<file path="src/rtl/sar_pkg.sv">
// Shared definitions for the successive-approximation searcher.
package sar_pkg;

   localparam int unsigned WIDTH_DEFAULT = 4;

   typedef enum logic [1:0] {
      IDLE,
      COMPARE,
      DONE
   } state_t;

endpackage

</file>
<file path="src/rtl/sar_searcher.sv">
// Binary search of a target through an external comparator (GT/EQ/LT).
// Optional COMPARE-cycle counter output cmp_cnt when SAR_SEARCHER_CNT_EN is defined.
module sar_searcher
   import sar_pkg::*;
#(
   parameter int unsigned WIDTH = WIDTH_DEFAULT
) (
   input  logic             clk,
   input  logic             rst_n,
   input  logic             start,
   input  logic             GT,
   input  logic             EQ,
   input  logic             LT,
   output logic [WIDTH-1:0] guess,
   output logic             En,
   output logic             busy,
   output logic             done,
   output logic [WIDTH-1:0] result,
`ifdef SAR_SEARCHER_CNT_EN
   output logic [$clog2(WIDTH+2)-1:0] cmp_cnt,
`endif
   output logic             found,
   output logic             err
);

   localparam logic [WIDTH:0] HI_INIT = {1'b0, {WIDTH{1'b1}}};

   state_t state, next_state;

   // Bounds carry one extra bit so lo can pass hi without wrapping.
   logic [WIDTH:0] lo, hi;
   logic [WIDTH:0] span, mid, lo_inc, hi_dec;
   logic           hi_under;

   logic ld_start, hit, step_lo, step_hi, bad;

   always_comb begin
      span     = hi - lo;
      mid      = lo + (span >> 1);
      lo_inc   = mid + 1'b1;
      hi_dec   = mid - 1'b1;
      hi_under = (mid == '0);
   end

   assign guess = (state == COMPARE) ? mid[WIDTH-1:0] : '0;

   always_ff @(posedge clk or negedge rst_n) begin
      if (!rst_n) state <= IDLE;
      else        state <= next_state;
   end

   always_comb begin
      next_state = state;
      ld_start   = 1'b0;
      hit        = 1'b0;
      step_lo    = 1'b0;
      step_hi    = 1'b0;
      bad        = 1'b0;
      En         = 1'b0;
      busy       = 1'b0;
      done       = 1'b0;
      case (state)
         IDLE: begin
            if (start) begin
               ld_start   = 1'b1;
               next_state = COMPARE;
            end
         end
         COMPARE: begin
            En   = 1'b1;
            busy = 1'b1;
            case ({GT, EQ, LT})
               3'b010: begin
                  hit        = 1'b1;
                  next_state = DONE;
               end
               3'b001: begin
                  step_lo = 1'b1;
                  if (lo_inc > hi) next_state = DONE;
               end
               3'b100: begin
                  // guess==0 would wrap hi to -1: treat as an empty range.
                  step_hi = 1'b1;
                  if (hi_under || (lo > hi_dec)) next_state = DONE;
               end
               default: begin
                  bad        = 1'b1;
                  next_state = DONE;
               end
            endcase
         end
         DONE: begin
            busy       = 1'b1;
            done       = 1'b1;
            next_state = IDLE;
         end
         default: next_state = IDLE;
      endcase
   end

   always_ff @(posedge clk or negedge rst_n) begin
      if (!rst_n) begin
         lo     <= '0;
         hi     <= '0;
         result <= '0;
         found  <= 1'b0;
         err    <= 1'b0;
      end else if (ld_start) begin
         lo    <= '0;
         hi    <= HI_INIT;
         found <= 1'b0;
         err   <= 1'b0;
      end else begin
         if (hit) begin
            result <= mid[WIDTH-1:0];
            found  <= 1'b1;
         end
         if (step_lo) lo <= lo_inc;
         if (step_hi) hi <= hi_dec;
         if (bad) begin
            err   <= 1'b1;
            found <= 1'b0;
         end
      end
   end

`ifdef SAR_SEARCHER_CNT_EN
   always_ff @(posedge clk or negedge rst_n) begin
      if (!rst_n)                 cmp_cnt <= '0;
      else if (ld_start)          cmp_cnt <= '0;
      else if (state == COMPARE)  cmp_cnt <= cmp_cnt + 1'b1;
   end
`endif

endmodule

</file>
<file path="config.mk">
export PLATFORM = sky130hd
export DESIGN_NAME = sar_searcher
export DESIGN_NICKNAME = d
export VERILOG_FILES = /design/src/rtl/sar_pkg.sv /design/src/rtl/sar_searcher.sv
export SDC_FILE = /design/constraint.sdc
export NUM_CORES = 1
export LEC_CHECK = 0
export ABC_CLOCK_PERIOD_IN_PS = 5650
export CAP_MARGIN = 25
export CORE_ASPECT_RATIO = 1.4
export CORE_UTILIZATION = 45
export CTS_CLUSTER_SIZE = 40
export DETAILED_ROUTE_END_ITERATION = 10
export PLACE_DENSITY = 0.67
export SYNTH_ARGS = -nofsm -noshare
export SYNTH_HDL_FRONTEND = slang
export SYNTH_SLANG_ARGS = --single-unit
</file>
<file path="constraint.sdc">
create_clock -name clk -period 5.65 [get_ports clk]
set_input_delay 0.565 -clock clk [delete_from_list [all_inputs] [get_ports clk]]
set_output_delay 0.565 -clock clk [all_outputs]
set_load 0.005 [all_outputs]
</file>
## Word-level counts from Yosys, hierarchy flattened

Index checks and enable logic that the tools add are counted.

| operators by class | value |
|---|---|
| add/sub/neg operators | 4 |
| order comparisons | 2 |
| eq/ne operators | 8 |
| mux-type cells | 28 |
| bitwise logic cells | 1 |
| reduce and logical (&&, ||, !) cells | 11 |

Operators by type and width:

| cell | number |
|---|---|
| 5-bit two-way mux | 4 |
| 1-bit two-way mux | 18 |
| 5-bit > comparator | 2 |
| 2-bit case mux with 2 select lines | 2 |
| 2-bit two-way mux | 3 |
| 3-bit != test (second input constant) | 2 |
| 2-bit nonzero test | 3 |
| 5-bit by 1-bit adder with 5-bit output (second input constant) | 1 |
| 5-bit by 4-bit adder with 5-bit output | 1 |
| 5-bit logical NOT | 1 |
| 5-bit by 1-bit subtractor with 5-bit output (second input constant) | 1 |
| 5-bit subtractor | 1 |
| 4-bit two-way mux | 1 |
| 3-bit by 1-bit == test with 1-bit output (second input constant) | 1 |
| 3-bit by 2-bit == test with 1-bit output (second input constant) | 1 |
| 3-bit == test (second input constant) | 1 |
| 3-bit AND reduction | 1 |
| 3-bit nonzero test | 1 |
| 3-bit OR reduction | 1 |
| 2-bit by 1-bit == test with 1-bit output (second input constant) | 1 |
| 2-bit == test (second input constant) | 1 |
| 2-bit logical NOT | 1 |
| 2-bit != test (second input constant) | 1 |
| 2-bit AND reduction | 1 |
| other kinds (3) | 3 |

| word-level totals | value |
|---|---|
| register bits after elaboration | 18 |
| input bits | 6 |
| logic and storage cells | 60 |

## Longest topological paths before layout

Gate-level depths: netlist of run 1.

| depth | value |
|---|---|
| depth after elaboration | 8 |
| depth in mapped cells | 17 |

## Worst setup path before layout of run 1

No wires, ideal clock.

| timing path | value |
|---|---|
| path type | register to register |
| start point | register hi[0] |
| end point | register state[0] |
| library setup time | 0.128 ns |
| arrival | 3.857 ns |
| setup slack | 1.666 ns |
| cell stages (with the launch flop) | 17 |
| path buffers | 0 |
| period minus slack after synthesis | 3.984 ns |
| path through | dfrtp_1 > nand2b_1 > fa_1 > ha_1 > inv_1 > fa_1 > xnor2_1 > nand2_1 > nor3_1 > xor2_1 > ha_1 > nand4_1 > o221ai_1 > o21ai_0 > a22o_1 > a31oi_4 > mux2_1 |

| on the way | value |
|---|---|
| word-level cells in the longest chain between the ends | 7 |

RTL lines:

| item | RTL line | source |
|---|---|---|
| from (decl) | sar_searcher.sv:31 | `logic [WIDTH:0] lo, hi;` |
| from (signal assigned) | sar_searcher.sv:119 | `if (step_hi) hi <= hi_dec;` |
| 5-bit subtractor | sar_searcher.sv:38 | `span = hi - lo;` |
| 5-bit by 4-bit adder with 5-bit output | sar_searcher.sv:39 | `mid = lo + (span >> 1);` |
| 5-bit by 1-bit subtractor with 5-bit output | sar_searcher.sv:41 | `hi_dec = mid - 1'b1;` |
| 5-bit > comparator | sar_searcher.sv:84 | `if (hi_under \|\| (lo > hi_dec)) next_state = DONE;` |
| 1-bit logical OR | sar_searcher.sv:84 |  |
| 3-bit != test (no line) | - |  |
| 3-bit AND reduction (no line) (*) | - |  |
| to (signal assigned) | sar_searcher.sv:49 | `else state <= next_state;` |
| to (decl) | sar_searcher.sv:28 | `state_t state, next_state;` |

Mark *: on every way between the ends. The rest lies on a longest branch, timed or not.
A chain may end at the register's enable or synchronous reset.

## Final worst setup path of run 1

| timing path | value |
|---|---|
| start point | register lo[0] |
| end point | register state[0] |

| on the way | value |
|---|---|
| word-level cells in the longest chain between the ends | 7 |

RTL lines:

| item | RTL line | source |
|---|---|---|
| from (decl) | sar_searcher.sv:31 |  |
| from (signal assigned) | sar_searcher.sv:118 | `if (step_lo) lo <= lo_inc;` |
| 5-bit subtractor | sar_searcher.sv:38 |  |
| 5-bit by 4-bit adder with 5-bit output | sar_searcher.sv:39 |  |
| 5-bit by 1-bit subtractor with 5-bit output | sar_searcher.sv:41 |  |
| 5-bit > comparator | sar_searcher.sv:84 |  |
| 1-bit logical OR | sar_searcher.sv:84 |  |
| 3-bit != test (no line) | - |  |
| 3-bit AND reduction (no line) (*) | - |  |

Marks and branches as above.

==> results of run 1 <==
-- per-stage QoR --
step / instance area, sq um / std cells / setup slack, ps / utilization, %
2_1_floorplan: 1540 / 167 / 1670 / -
3_3_place_gp: 1750 / 220 / 1360 / 55.0
3_5_place_dp: 1750 / 220 / 1250 / 55.0
4_1_cts: 1810 / 224 / 1210 / 56.8
5_1_grt: 1810 / 224 / 860 / 56.8
6_report: 1810 / 224 / 1200 / 56.8
-- logic make-up after synthesis --
| kind of cell | count (synthesis) | share of synthesized area [%] |
|---|---|---|
| AOI/OAI and AO/OA | 35 | 14.8 |
| xor gates and xnor gates | 14 | 7.97 |
| adders and majority gates | 26 | 22.1 |
| buffers and inverters | 22 | 5.37 |
| DFF | 18 | 29.3 |
| muxes | 5 | 3.58 |
| and+or+nand+nor | 47 | 16.8 |
-- cells in the mapped netlist (all sizes together) --
library cell | count | area share, %
a211oi | 1 | 0.49
a21o | 2 | 0.98
a21oi | 16 | 5.7
a22o | 1 | 0.57
a31oi | 1 | 1.4
and2 | 4 | 1.7
and3 | 2 | 1.1
clkbuf | 4 | 0.98
dfrtp | 18 | 29
fa | 2 | 2.6
ha | 24 | 20
inv | 18 | 4.4
mux2 | 4 | 2.9
mux2i | 1 | 0.65
nand2 | 10 | 2.4
nand2b | 3 | 1.2
nand3 | 3 | 1.3
nand3b | 2 | 0.98
nand4 | 2 | 0.81
nor2 | 14 | 3.6
nor2b | 1 | 0.41
nor3 | 2 | 0.65
nor3b | 2 | 1.3
o211ai | 4 | 2.0
o21ai | 8 | 2.6
o221ai | 2 | 1.1
or3 | 1 | 0.41
or4b | 1 | 0.89
xnor2 | 9 | 5.1
xor2 | 5 | 2.8
-- final cells by class --
class	count	area share (%)
Sequential cell	18	24.9
Timing Repair Buffer	18	9.97
Clock buffer	4	3.05
Inverter	18	3.74
Multi-Input combinational cell	127	55.6
Tap cell	39	2.70
-- sequential cells by signal, summed over array words and instances, names as in the netlist --
name,cells
err,1
result,4
state,2
lo,5
hi,5
found,1
-- critical path: cells and delay by family (launching register included) --
| kind | cells | cell delay, ps |
|---|---|---|
| and+or+nand+nor | 4 | 550 |
| muxes | 1 | 330 |
| xor gates and xnor gates | 2 | 770 |
| AOI/OAI and AO/OA | 4 | 690 |
| adders and majority gates | 4 | 1450 |
| DFF | 1 | 470 |
| buffers and inverters | 1 | 60 |
-- per-layer routing --
metal  wire length, um  share of wire [%]  up-vias
met5                 0                  0        -
met2              1810                 53       19
met1              1460                 43      577
met4                72                2.1        0
li1                  -                  -      611
met3                75                2.2        6
-- path summary, 6_finish.rpt --
check,to,depth (start not counted)
hold reg to reg,result[1]$_DFFE_PN0P_,2
setup reg to reg,state[0]$_DFFE_PN0P_,16
max in group asynchronous,hi[1]$_DFFE_PN0P_,1
min in group asynchronous,result[3]$_DFFE_PN0P_,1
hold / removal,result[1]$_DFFE_PN0P_,2
setup / recovery,state[0]$_DFFE_PN0P_,16
-- placed cells by master, fill, tap and decap left out, types with 2 or more instances in the layout --
cell type | synthesis | routed
a21o_1 | 2 | 2
a21oi_1 | 14 | 14
a21oi_2 | 2 | 2
and2_1 | 3 | 3
clkbuf_8 | 0 | 4
clkdlybuf4s50_1 | 0 | 18
dfrtp_1 | 18 | 18
fa_1 | 2 | 2
ha_1 | 24 | 24
inv_1 | 18 | 18
mux2_1 | 2 | 2
mux2_2 | 2 | 2
nand2_1 | 10 | 10
nand2b_1 | 3 | 3
nand3_1 | 2 | 2
nand3b_1 | 2 | 2
nand4_1 | 2 | 2
nor2_1 | 13 | 13
nor3_1 | 2 | 2
o211ai_1 | 4 | 4
o21ai_0 | 8 | 8
o221ai_1 | 2 | 2
xnor2_1 | 9 | 9
xor2_1 | 5 | 5
==> reports/metrics.yaml, run 1 <==
clock_network:
  clock_sinks: 18
  root_buffer: "clkbuf_8"
  cts_buffers: 3
  hold_buffers: 0
  cts_resized: 0
  clock_latency_ps: 260
  h-tree-depth: 1
  clk_path_buf_depth: 2
  clk_pin_slew_worst_paths_ps: 70
  cts_setup_buffers: 0
  cts_tree: "done"
worst_hold_path:
  min_from: "result[1]$_DFFE_PN0P_"
  hp-class: "reg -> reg"
grt:
  grtUsageMet1_pct: 25.2
  busiest_layer: "met2"
  grt_max_degree: 19
  overflow: 0
  use_met3_pct: 1.72
  grt_util_met2_pct: 39.2
  grt_pass1_vias: 1275
  grt_antenna_before_repair: 0
  gr-usage-all-layers_pct: 21.6
  grt_pass1_wl_um: 5850
timing:
  fin_worst_skew_ps: 1.70
  timing_hold_violations_final: 0
  period_share_pct: 78.7
  rsz0062_at_grt: "no"
  setup_violations: 0
  worstMarginPinSlew_ps: 837
  slew_violations: 0
  finalSetupTns_ps: 0
  maxSlewHeadroom_pct: 44.0
  period_needed_ps: 4450
  fin_hold_ws_ps: 493
  fmax_mhz: 225
synth:
  netlist_area_sq_um: 1540
  ys_warn_count: 0
  ys_types: 37
  netlist_instances: 167
  ys_seq_area_share_pct: 29.3
  syn_avg_cell_area_sq_um: 9.21
  synth_nets: 199
  ys_seq_elements: 18
place:
  dp_hpwl_um: 2730
  portBuffers: 18
  place_congestion: 1.02
cells_and_area:
  multiInputGateArea_sq_um: 1000
  n_antenna_cell: 0
  nFillCells: 326
  nNetsFinal: 218
  area_growth_pct: 17.5
  register_area_sq_um: 450
  layout-drive-gt1-share_pct: 8.11
worst_setup_path:
  critPathKind: "reg -> reg"
  cp_cell_sequence: "nand2b_1 > fa_1 > ha_1 > inv_1 > fa_1 > xnor2_1 > nand2_1 > nor3_1 > xor2_1 > ha_1 > nand4_1 > o221ai_1 > o21ai_0 > a22o_1 > a31oi_4 > mux2_1"
  timing.rr.start: "lo[0]$_DFFE_PN0P_"
  startpoint: "lo[0]$_DFFE_PN0P_"
  required_ps: 5800
  cp-end-kind: "flop"
  cp_data_arrival_time_ps: 4590
  cp_slowest_cell: "xnor2_1"
  startpoint_type: "flop"
  worst-path-max-fanout: 9
  max_stage_delay_ps: 640
  r2r_setup_slack_ps: 1200
drt:
  wl_per_cell_um: 15.3
  totalWireLength_um: 3420
  routed_via_density: 5.42
  drt_iter0_drc: 13
  firstDrtPassIters: 4
  postRouteAntennaNets: 0
  route.detailed.drc: 0
  vias: 1213
die:
  dieHeight_um: 71.2
  initial_core_util_pct: 48.3
  ios: 19
  fp.dieW_um: 51.4
  coreArea_sq_um: 3180
  die_area_sq_um: 3660
  rows: 24
run:
  drv_cap: 0
run_status:
  status: "completed"
Power of run 1 is not shown: default switching activity piles up to over one toggle a cycle in this logic, so the estimate is an artifact.
==> inputs of run 2 (changes only) <==
- ABC_CLOCK_PERIOD_IN_PS: 5650 -> 4200
- clock period: 5.65 -> 4.2 ns (I/O delays scaled with it)
==> run 2 against run 1 <==
Net effect:
- worst hold slack lost 15 ps
- register-to-register slack lost 1100 ps
- highest routed layer unchanged
- core utilization increased by 8.0 points
- clock-buffer cell count stayed put
- fmax grew 8.6%
- non-clock buffer count is 13 higher
- first-iteration DRC count rose to 2.6 times the previous value
- die area is the same
- clock skew grew 4.5 ps
- final cell count grew 5.8%
- wire length is 15% higher
- global-route usage up 1.1 points
==> reports/metrics.yaml, run 2 (synthesized netlist as in run 1, its figures left out) <==
timing:
  period_needed_ps: 4090  # was 4450 ps
  maxSlewHeadroom_pct: 43.3  # was 44.0%
  fmax_mhz: 244  # was 225 MHz
  setup_violations: 0  # unchanged
  fin_hold_ws_ps: 478  # was 493 ps
  fin_worst_skew_ps: 6.20  # was 1.70 ps
  worstMarginPinSlew_ps: 848  # was 837 ps
  slew_violations: 0  # unchanged
  finalSetupTns_ps: 0  # unchanged
  period_share_pct: 97.5  # was 78.7%
  timing_hold_violations_final: 0  # unchanged
die:
  ios: 19  # unchanged
  rows: 24  # unchanged
  dieHeight_um: 71.2  # unchanged
  die_area_sq_um: 3660  # unchanged
  coreArea_sq_um: 3180  # unchanged
  fp.dieW_um: 51.4  # unchanged
  initial_core_util_pct: 48.3  # unchanged
clock_network:
  clk_path_buf_depth: 2  # unchanged
  clk_pin_slew_worst_paths_ps: 70  # about the same
  cts_tree: "done"  # unchanged
  h-tree-depth: 1  # unchanged
  clock_sinks: 18  # unchanged
  cts_buffers: 3  # unchanged
  clock_latency_ps: 260  # about the same
  root_buffer: "clkbuf_8"  # unchanged
  hold_buffers: 0  # unchanged
cells_and_area:
  layout-drive-gt1-share_pct: 23.7  # was 8.11%
  area_growth_pct: 34.0  # was 17.5%
  nFillCells: 263  # was 326
  nNetsFinal: 231  # was 218
  n_antenna_cell: 0  # unchanged
  final_common_cell: "ha_1"  # unchanged
  reg_top3: "hi: 5 flops, lo: 5 flops, result: 4 flops"  # unchanged
  final_cell_mix: "ha_1, dfrtp_1, clkdlybuf4s50_1"  # was ha_1, inv_1, dfrtp_1, clkdlybuf4s50_1, a21oi_1
run:
  drv_cap: 0  # unchanged
drt:
  totalWireLength_um: 3920  # was 3420 um
  routed_via_density: 5.57  # was 5.42
  firstDrtPassIters: 4  # unchanged
  drt_iter0_drc: 34  # was 13
  route.detailed.drc: 0  # unchanged
  wl_per_cell_um: 16.6  # was 15.3 um
  postRouteAntennaNets: 0  # unchanged
  vias: 1321  # was 1,213
worst_setup_path:
  r2r_end: "state[0]$_DFFE_PN0P_"  # unchanged
  cp-end-kind: "flop"  # unchanged
  cp_data_arrival_time_ps: 4240  # was 4590 ps
  crit_family: "adder cells"  # unchanged
  worst-path-max-fanout: 3  # was 9
  cp_cell_sequence: "nand2b_4 > fa_1 > ha_2 > inv_2 > fa_2 > xnor2_4 > buf_4 > nand3_1 > xnor2_1 > ha_1 > nand4_1 > o221ai_1 > o21ai_1 > a22o_1 > a31oi_4 > mux2_4"  # was nand2b_1 > fa_1 > ha_1 > inv_1 > fa_1 > xnor2_1 > nand2_1 > nor3_1 > xor2_1 > ha_1 > nand4_1 > o221ai_1 > o21ai_0 > a22o_1 > a31oi_4 > mux2_1
  required_ps: 4350  # was 5800 ps
  r2r_setup_slack_ps: 110  # was 1200 ps
  rr_worst_depth: 16  # unchanged
  max_stage_delay_ps: 570  # was 640 ps
  timing.rr.start: "hi[0]$_DFFE_PN0P_"  # was lo[0]$_DFFE_PN0P_
  critPathBufInv: 2  # was 1
  critPathKind: "reg -> reg"  # unchanged
  startpoint_type: "flop"  # unchanged
  cp_slowest_cell: "fa_1"  # was xnor2_1
worst_hold_path:
  min_from: "result[0]$_DFFE_PN0P_"  # was result[1]$_DFFE_PN0P_
  min_delay_path_depth: 2  # unchanged
  hold_path_end: "result[0]$_DFFE_PN0P_"  # was result[1]$_DFFE_PN0P_
  hp-class: "reg -> reg"  # unchanged
grt:
  overflow: 0  # unchanged
  grt_pass1_vias: 1388  # was 1,275
  grt_antenna_before_repair: 0  # unchanged
  gr-usage-all-layers_pct: 22.7  # was 21.6%
  grt_pass1_wl_um: 6220  # was 5850 um
  grt_max_degree: 19  # unchanged
place:
  dp_hpwl_um: 2830  # was 2730 um
  portBuffers: 18  # unchanged
  place_congestion: 0.949  # was 1.02
run_status:
  status: "completed"  # unchanged
[run 2: timing repair]
action                                 in CTS  in global routing
pin swaps                                   2                 16
endpoints found under the hold margin       0                  0
setup endpoints to repair                   2                  2
setup buffers                               3                  8
resized for setup                           4                 25
[run 2: worst min-delay path, delay by kind of cell (launching register included)]
family	cells	cell delay (ps)
simple gates	1	40
flops	1	340
compound gates	1	60
[run 2: how the worst max path moves through the flow]
stage                                  from                    to  slack [ps]  cells past startpoint
after floorplan           hi[0]$_DFFE_PN0P_  state[0]$_DFFE_PN0P_         220                     16
after global placement    lo[1]$_DFFE_PN0P_  state[0]$_DFFE_PN0P_        -130                     16
after detailed placement  lo[1]$_DFFE_PN0P_  state[0]$_DFFE_PN0P_        -170                     16
after CTS                 hi[0]$_DFFE_PN0P_  state[0]$_DFFE_PN0P_          20                     17
after global routing      hi[0]$_DFFE_PN0P_  state[0]$_DFFE_PN0P_         -50                     16
final                     hi[0]$_DFFE_PN0P_  state[0]$_DFFE_PN0P_         110                     16
[run 2: layout make-up]
class,instances,area (sq um),area share [%]
well taps,39,48.8,2.37
clock buffers,4,55.1,2.67
multi-input cells,127,1160,56.3
inverters,18,67.6,3.28
flip-flops and latches,18,450,21.9
repair buffers,31,278,13.5
[run 2: routing by layer]
metal / vias up / GRT usage [%] / part of all wire, %
met3: 12 / 3.01 / 3.8
met2: 42 / 41.7 / 54
met5: - / 0 / 0
met4: 0 / 11.7 / 2.9
met1: 640 / 24.1 / 40
li1: 627 / - / -
[run 2: per-stage QoR]
stage	instance area, sq um	utilization (%)	setup slack, ps	instances
2_1_floorplan	1540	-	216	167
3_3_place_gp	1770	55.5	-130	222
3_5_place_dp	1770	55.5	-173	222
4_1_cts	1860	58.5	17.0	229
5_1_grt	2060	64.7	-52.6	237
6_report	2060	64.7	105	237
Power of run 2 is left out for the same reason.
==> inputs of run 3 (changes only) <==
- CORE_UTILIZATION: 45 -> 55
- PLACE_DENSITY: 0.67 -> 0.79
==> run 3 against run 2 <==
Net effect:
- worst hold slack better by 13 ps
- largest cell class unchanged
- die area is 18% lower
- fmax is 1.0% higher
- flip-flop and latch count stayed put
- clock skew is 0.75 ps lower
- clock-buffer cell count stayed put
- final cell count is 4.6% lower
- non-clock buffer count is 8 lower
- global-route usage is 4.4 points higher
==> reports/metrics.yaml, run 3 (synthesized netlist as in run 1, its figures left out) <==
cells_and_area:
  reg_top3: "hi: 5 flops, lo: 5 flops, result: 4 flops"  # unchanged
  final_cell_mix: "ha_1, dfrtp_1, clkdlybuf4s50_1"  # unchanged
  stdcell_area_sq_um: 1870  # was 2060 sq um
  area_growth_pct: 21.5  # was 34.0%
  final_common_cell: "ha_1"  # unchanged
  n_antenna_cell: 0  # unchanged
  nNetsFinal: 223  # was 231
  layout-drive-gt1-share_pct: 15.3  # was 23.7%
  nFillCells: 212  # was 263
drt:
  route.detailed.drc: 0  # unchanged
  postRouteAntennaNets: 0  # unchanged
  firstDrtPassIters: 4  # unchanged
  totalWireLength_um: 3450  # was 3920 um
  wl_per_cell_um: 15.3  # was 16.6 um
  drt_iter0_drc: 22  # was 34
  routed_via_density: 5.61  # was 5.57
  vias: 1268  # was 1,321
place:
  placedInstanceArea_sq_um: 1770  # about the same
  place_congestion: 0.960  # was 0.949
  portBuffers: 18  # unchanged
  dp_hpwl_um: 2690  # was 2830 um
  post-place-ws_ps: 39.0  # was -173 ps
timing:
  period_needed_ps: 4050  # was 4090 ps
  fin_hold_ws_ps: 491  # was 478 ps
  final.setup.worst_slack_ps: 147  # was 105 ps
  finalSetupTns_ps: 0  # unchanged
  fmax_mhz: 247  # was 244 MHz
  rsz0062_at_grt: "no"
  fin_worst_skew_ps: 5.45  # was 6.20 ps
  timing_hold_violations_final: 0  # unchanged
  worstMarginPinSlew_ps: 827  # was 848 ps
  maxSlewHeadroom_pct: 44.7  # was 43.3%
  period_share_pct: 96.5  # was 97.5%
  setup_violations: 0  # unchanged
  slew_violations: 0  # unchanged
worst_setup_path:
  worst-path-max-fanout: 3  # unchanged
  startpoint_type: "flop"  # unchanged
  required_ps: 4400  # was 4350 ps
  timing.rr.start: "hi[0]$_DFFE_PN0P_"  # unchanged
  cp_data_arrival_time_ps: 4260  # was 4240 ps
  critPathKind: "reg -> reg"  # unchanged
  cp-end-kind: "flop"  # unchanged
  startpoint: "hi[0]$_DFFE_PN0P_"  # unchanged
die:
  die_area_sq_um: 3010  # was 3660 sq um
  fp.dieW_um: 46.7  # was 51.4 um
  dieHeight_um: 64.6  # was 71.2 um
  rows: 22  # was 24
  coreArea_sq_um: 2640  # was 3180 sq um
  initial_core_util_pct: 58.2  # was 48.3%
  ios: 19  # unchanged
run:
  drv_cap: 0  # unchanged
grt:
  grt_pass1_wl_um: 5740  # was 6220 um
  gr-usage-all-layers_pct: 27.1  # was 22.7%
  grt_pass1_vias: 1259  # was 1,388
  grt_max_degree: 19  # unchanged
  overflow: 0  # unchanged
  grt_antenna_before_repair: 0  # unchanged
clock_network:
  clock_sinks: 18  # unchanged
  cts_tree: "done"  # unchanged
  cts_buffers: 3  # unchanged
  clk_pin_slew_worst_paths_ps: 100  # was 70 ps
  clk_path_buf_depth: 2  # unchanged
  h-tree-depth: 1  # unchanged
  root_buffer: "clkbuf_4"  # was clkbuf_8
  clock_latency_ps: 310  # was 260 ps
worst_hold_path:
  hp-class: "reg -> reg"  # unchanged
  min_from: "result[0]$_DFFE_PN0P_"  # unchanged
run_status:
  status: "completed"  # unchanged
==> run 3: what timing repair did <==
action	4_1_cts	5_1_grt
hold buffers	0	0
endpoints found under the setup margin	2	2
resized for setup	1	10
pin swaps	0	4
cloned	0	0
setup buffers	0	2
==> run 3: stage by stage <==
| stage | util (%) | cells |
|---|---|---|
| floorplan | - | 167 |
| global placement | 67.0 | 220 |
| detailed placement | 67.0 | 220 |
| CTS | 68.7 | 224 |
| global route | 70.7 | 226 |
| finish | 70.7 | 226 |
==> run 3: final cells by class <==
class / count / area (sq um) / share of cell area (%)
clock buffers: 4 / 36.3 / 1.94
inverters: 18 / 67.6 / 3.62
multi-input cells: 127 / 1050 / 56.3
repair buffers: 23 / 218 / 11.7
well taps: 36 / 45.0 / 2.41
flip-flops and latches: 18 / 450 / 24.1
==> run 3: worst paths after layout <==
path	end	slack, ps	cells past startpoint
worst max register to register	state[1]$_DFFE_PN0P_	150	17
worst max-delay path	state[1]$_DFFE_PN0P_	150	17
worst min register to register	result[0]$_DFFE_PN0P_	490	2
worst min-delay path	result[0]$_DFFE_PN0P_	490	2
max in group asynchronous	hi[4]$_DFFE_PN0P_	3120	1
min in group asynchronous	hi[2]$_DFFE_PN0P_	580	1
==> run 3: critical path, cell delays in order (launching register included) <==
cell	delay (ps)
dfrtp_1	380
nand2b_1	170
fa_1	510
ha_1	180
inv_1	60
fa_2	530
inv_1	70
ha_1	230
nand2_1	80
nor3_2	50
xor2_1	160
ha_1	340
nand4_1	130
o221ai_1	200
o21ai_0	120
a22o_1	240
a31oi_4	170
mux2_1	330
==> run 3: per-layer routing <==
layer,vias up,routed length [um],track usage [%]
li1,619,-,-
met1,601,1380,31.0
met2,39,1840,45.0
met3,9,123,5.85
met4,0,103,14.3
met5,-,0,0
Power of run 3 is left out for the same reason.
